## src/rtl/vmem_rd_arb.sv

```systemverilog
// Arbitrated read port for the vector memory: NREQ one-shot requesters share one combinational read port.
// Define VMEM_RD_ARB_RR_EN for round-robin grant; default build is fixed priority (lowest index wins).
module vmem_rd_arb #(
  parameter int NREQ = 4,
  parameter int AW   = 32,
  parameter int DW   = 8
)(
  input  logic               clk,
  input  logic               rst,
  input  logic [NREQ-1:0]    req_valid,
  input  logic [NREQ*AW-1:0] req_addr,
  output logic [NREQ-1:0]    req_ready,
  output logic [NREQ-1:0]    rsp_valid,
  output logic [DW-1:0]      rsp_data,
  output logic [AW-1:0]      mem_a_raddr,
  output logic               mem_a_ren,
  input  logic [DW-1:0]      mem_a_rdata
);

  localparam int PW = (NREQ > 1) ? $clog2(NREQ) : 1;

  typedef enum logic {IDLE, SEND_READ} state_t;

  state_t                   state, state_d;
  logic [NREQ-1:0][AW-1:0]  addr;
  logic [PW-1:0]            gnt, owner, idx;
  logic                     accept;

  assign addr      = req_addr;
  assign mem_a_ren = (state == SEND_READ);

`ifdef VMEM_RD_ARB_RR_EN
  logic [PW-1:0] ptr;

  always_ff @(posedge clk) begin
    if (rst)         ptr <= '0;
    else if (accept) ptr <= (gnt == PW'(NREQ-1)) ? '0 : gnt + PW'(1);
  end
`endif

  // First valid requester in search order wins; grant is offered in both states.
  always_comb begin
    gnt       = '0;
    idx       = '0;
    accept    = 1'b0;
    req_ready = '0;
    for (int k = 0; k < NREQ; k++) begin
`ifdef VMEM_RD_ARB_RR_EN
      idx = PW'((int'(ptr) + k) % NREQ);
`else
      idx = PW'(k);
`endif
      if (!accept && req_valid[idx]) begin
        accept = 1'b1;
        gnt    = idx;
      end
    end
    if (accept) req_ready = NREQ'(1) << gnt;
    state_d = accept ? SEND_READ : IDLE;
  end

  always_ff @(posedge clk) begin
    if (rst) state <= IDLE;
    else     state <= state_d;
  end

  // A new accept may land in the same cycle a response completes; they use separate registers.
  always_ff @(posedge clk) begin
    if (rst) begin
      mem_a_raddr <= '0;
      owner       <= '0;
      rsp_valid   <= '0;
      rsp_data    <= '0;
    end else begin
      if (accept) begin
        mem_a_raddr <= addr[gnt];
        owner       <= gnt;
      end
      if (state == SEND_READ) begin
        rsp_data  <= mem_a_rdata;
        rsp_valid <= NREQ'(1) << owner;
      end else begin
        rsp_valid <= '0;
      end
    end
  end

endmodule

```

## config.mk

```make
export PLATFORM = sky130hd
export DESIGN_NAME = vmem_rd_arb
export DESIGN_NICKNAME = d
export VERILOG_FILES = /design/src/rtl/vmem_rd_arb.sv
export SDC_FILE = /design/constraint.sdc
export NUM_CORES = 1
export LEC_CHECK = 0
export ABC_CLOCK_PERIOD_IN_PS = 1400
export BUFFER_PORTS_ARGS = -buffer_cell sky130_fd_sc_hd__buf_2
export CAP_MARGIN = 20
export CORE_ASPECT_RATIO = 1.4
export CORE_UTILIZATION = 44
export DETAILED_ROUTE_END_ITERATION = 8
export PLACE_DENSITY = 0.81
export SLEW_MARGIN = 20
export SYNTH_ARGS = -nofsm -noshare
export SYNTH_HDL_FRONTEND = slang
export SYNTH_SLANG_ARGS = --single-unit
```

## constraint.sdc

```tcl
create_clock -name clk -period 1.4 [get_ports clk]
set_input_delay 0.07 -clock clk [delete_from_list [all_inputs] [get_ports clk]]
set_output_delay 0.07 -clock clk [all_outputs]
set_load 0.02 [all_outputs]
```

* Word level (Yosys, flattened, before mapping)
Cells that the tools add are included.
** Storage, ports and cells
- Logic and storage cells :: 27
- Register bits :: 47
- Memories :: 0
- Memory bits (writable) :: 0
- Input port bits :: 142
- Latch bits :: 0
- ROM bits :: 0
** Operators by class
- Multipliers :: 0
- $add $sub $neg :: 0
- Mux-type cells :: 11
- Shift operators :: 2
- Eq/ne operators :: 0
- Div/mod/pow operators :: 0
- Reduce and logical (&&, ||, !) cells :: 7
- $lt $le $gt $ge :: 1
- Bitwise logic cells :: 1
** Operator list (count)
- binary-select mux 32 bit (select 2 bit) :: 1
- 2-to-1 mux 32 bit :: 1
- left shift 1 x 2 -> 4 bit (first input constant) :: 2
- 2-to-1 mux 1 bit :: 6
- 2-to-1 mux 2 bit :: 2
- 2-to-1 mux 4 bit :: 1
- logical AND 1 bit :: 3
- zero test 1 bit :: 3
- less-than comparator 2 x 3 -> 1 bit (second input constant) :: 1
- OR reduction 2 bit :: 1
- NOT 1 bit :: 1

* Logic depth before layout (Yosys ltp)
- Word-level depth :: 12
- Mapped depth :: 6
- Depth with buffers taken out :: 3

* Worst setup path after synthesis
OpenSTA, ideal clock, no wires.
- Kind :: input -> output
- Start :: input req_valid[0]
- End :: output req_ready[3]
- Setup slack :: 0.053 ns
- Data arrival time :: 1.277 ns
- Path buffers :: 3
- Stages on the path :: 4
- Cell sequence :: buf_4 > buf_4 > buf_2 > nor4b_1
** On the way
- Cells in the longest elaborated chain, start to end :: 12
** RTL lines
- start, declared :: RTL line 10 : input logic [NREQ-1:0] req_valid,
- 2-to-1 mux 1 bit * :: RTL line 53 : if (!accept && req_valid[idx]) begin
- zero test 1 bit :: RTL line 53
- logical AND 1 bit :: RTL line 53
- 2-to-1 mux 1 bit :: RTL line 53
- zero test 1 bit :: RTL line 53
- logical AND 1 bit :: RTL line 53
- 2-to-1 mux 1 bit :: RTL line 53
- zero test 1 bit :: RTL line 53
- logical AND 1 bit :: RTL line 53
- 2-to-1 mux 2 bit :: RTL line 53
- left shift 1 x 2 -> 4 bit :: RTL line 58 : if (accept) req_ready = NREQ'(1) << gnt;
- 2-to-1 mux 4 bit * :: RTL line 58
- end, declared :: RTL line 12 : output logic [NREQ-1:0] req_ready,
Every way passes the cells marked *; elsewhere a longest branch is shown, timed or not.

* Worst setup path after layout
- Start :: input req_valid[2]
- End :: output req_ready[3]
** On the way
- Cells in the longest elaborated chain, start to end :: 7
** RTL lines (RTL line)
- logical AND 1 bit * :: 53
- 2-to-1 mux 1 bit :: 53
- zero test 1 bit :: 53
- logical AND 1 bit :: 53
- 2-to-1 mux 2 bit :: 53
- left shift 1 x 2 -> 4 bit :: 58
- 2-to-1 mux 4 bit * :: 58
Marks and branches as above.

==> metrics.csv <==
metric,value,unit
"CTS clk-pin slew, worst paths",90,ps
largest net degree at the start of global routing,48,
crit path cell chain,"buf_2, buf_4, nor4b_1, buf_2",
"Distinct cells, synth",26,
Post CTS Setup Buffer Count,0,
H-tree depth,2,
Final Non-Filler Cells,650,
# Max-Cap Violations,0,
die width,73.5,um
Clock Skews,2.57,ps
Die Y-Extent,102,um
Setup crit end kind,primary output,
min Tclk post-route,1110,ps
Arrival @ worst endpoint,1040,ps
layout cell share with drive strength beyond 1,42.2,%
Clock Latency Late Sink,300,ps
Hold Path End,rsp_data[5]$_SDFFE_PP0P_,
Pre-Repair DR Iteration Count,4,
Synth top area share,29.9,%
port bufs,190,
n_diodes,0,
leakage,1.91,nW
"FF+latch count, synth",47,
Max Slew Vio Count,0,
CTS resizes,0,
Synth area leader,dfxtp_1,
R2R Path End,rsp_data[7]$_SDFFE_PP0P_,
reg2reg setup slack,480,ps
Remaining DRCs,0,
WP data required,1330,ps
Tot GR Track Use,24.2,%
drt total wl,9290,um
hold path startpoint,mem_a_rdata[5],
hold path depth,3,
pwr/cell area,774,nW/um^2
CP dominant cell by count,buf_2,
FMAX,903,MHz
Synthesized Nets,524,
Via Count,3545,
final core utilization,61.5,%
Bufs and invs on worst path,3,
"Seq/Total Area, Yosys",29.9,%
hold crit path type,in2reg,
Worst setup SP type,input port,
syn_area_per_cell,8.24,sq um
total core area,6940,sq um
Final Power,3.31,mW
"Warnings, synthesis",0,
placed insts,640,
routed length per instance,14.3,um
Sink Count,47,
R2R cell count,3,
Area Overhead vs Synth,35.7,%
maximum VDD drop,0.391,mV
"most common cell after layout, fill and taps aside",buf_2,
Synth area leaders,"dfxtp_1, nor3b_1, a32o_1",
RSZ-0062 raised after global routing,no,
final period utilization,79.1,%
Synth Instances,382,
global placement routability congestion,0.909,
hpwl dp,6980,um
Worst Tran Pin Value,278,ps
total global routing overflow,0,
CTS root buf,clkbuf_8,
CP max-delay cell,nor4b_1,
CTS max path bufs,2,
Worst Path Max Fanout,17,
Top delay family on crit path,buffers and inverters,
Worst Setup Path Type,in2out,
Vias per Instance,5.45,
Die ar.,7500,sq um
Final setup violation count,0,
RR Startpoint,mem_a_ren$_SDFF_PP0_,
I/O pin count,191,
Std-Cell Rows,36,
final-report hold violation count,0,
number of global-route vias before repair,3320,
CP max stage delay,320,ps
"Cell Area, Synth",3150,sq um
TNS Setup,0,ps
Layout Nets,696,
initial antenna violation count,0,
CTS Buf Count,5,
first-pass GRT wire length,14300,um
most frequent cells in the layout,"buf_2, nor3b_1, dfxtp_1",
outcome,"complete, no violations",
"Hold-fix buffers, CTS",2,
Slew headroom,81.2,%
ANT nets after route,0,
initial DRC count,164,
initial core utilization,45.4,%
CTS tree,done,
[power by group]
part	switching [mW]	internal [mW]	leakage [nW]	total, mW
registers	0.0543	1.43	0.389	1.49
logic	0.524	0.473	1.48	0.997
clock network	0.464	0.357	0.0443	0.821
total	1.04	2.26	1.91	3.31
[per-layer routing]
| metal | global-route usage (%) | vias up | part of all wire (%) |
|---|---|---|---|
| met3 | 3.85 | 30 | 5.3 |
| met5 | 0 | - | 0 |
| li1 | - | 1728 | - |
| met1 | 26.0 | 1638 | 39 |
| met2 | 44.4 | 149 | 52 |
| met4 | 13.0 | 0 | 3.6 |
[state kept, by name (all words and copies together) (netlist names)]
register     cells
mem_a_raddr     32
mem_a_ren        1
rsp_data         8
rsp_valid        4
owner            2
[Yosys cell counts, drive strengths merged]
library cell	number
dfxtp	47
a32o	32
nor3	2
o311a	1
a21oi	1
inv	1
mux2i	8
nor2	45
nor3b	64
o21ba	1
nor4b	1
and2	1
nor2b	35
and3	2
nand2	34
clkbuf	9
o31ai	32
o21ai	32
buf	34
[cell families after synthesis]
kind of cell	share of synthesized area, %
flip-flops	29.9
AO/OA/AOI/OAI	23.8
AND/OR/NAND/NOR	35.9
multiplexers	2.54
buffers and inverters	7.87
[metrics by stage]
| step | cell area, sq um | hold slack, ps | setup WS, ps |
|---|---|---|---|
| floorplan | 3150 | 217 | 53.2 |
| global placement | 4160 | 309 | 174 |
| detailed placement | 4160 | 314 | 129 |
| CTS | 4270 | 1.83 | 287 |
| global route | 4270 | 24.4 | 184 |
| finish | 4270 | 7.95 | 292 |
[worst max-delay path by stage]
stage	start	endpoint	slack, ps	depth (start not counted)
after floorplan	req_valid[0]	req_ready[3]	50	4
final	req_valid[2]	req_ready[3]	290	4
after global routing	req_valid[2]	req_ready[3]	180	4
after global placement	req_valid[3]	mem_a_raddr[16]$_SDFFE_PP0P_	170	5
after detailed placement	req_valid[2]	mem_a_raddr[27]$_SDFFE_PP0P_	130	5
after CTS	mem_a_ren$_SDFF_PP0_	mem_a_ren	290	2
[tightest hold or removal path: stages]
cell and delay (ps):
buf_2 70, mux2i_1 50, nor2_1 70
[layout make-up]
type	count	area, sq um
Fill cell	639	2670
Multi-Input combinational cell	291	1960
Timing Repair Buffer	208	1150
Sequential cell	47	941
Tap cell	95	119
Clock buffer	5	68.8
Clock inverter	3	25.0
Inverter	1	3.75
(Power assumes the default switching activity.)
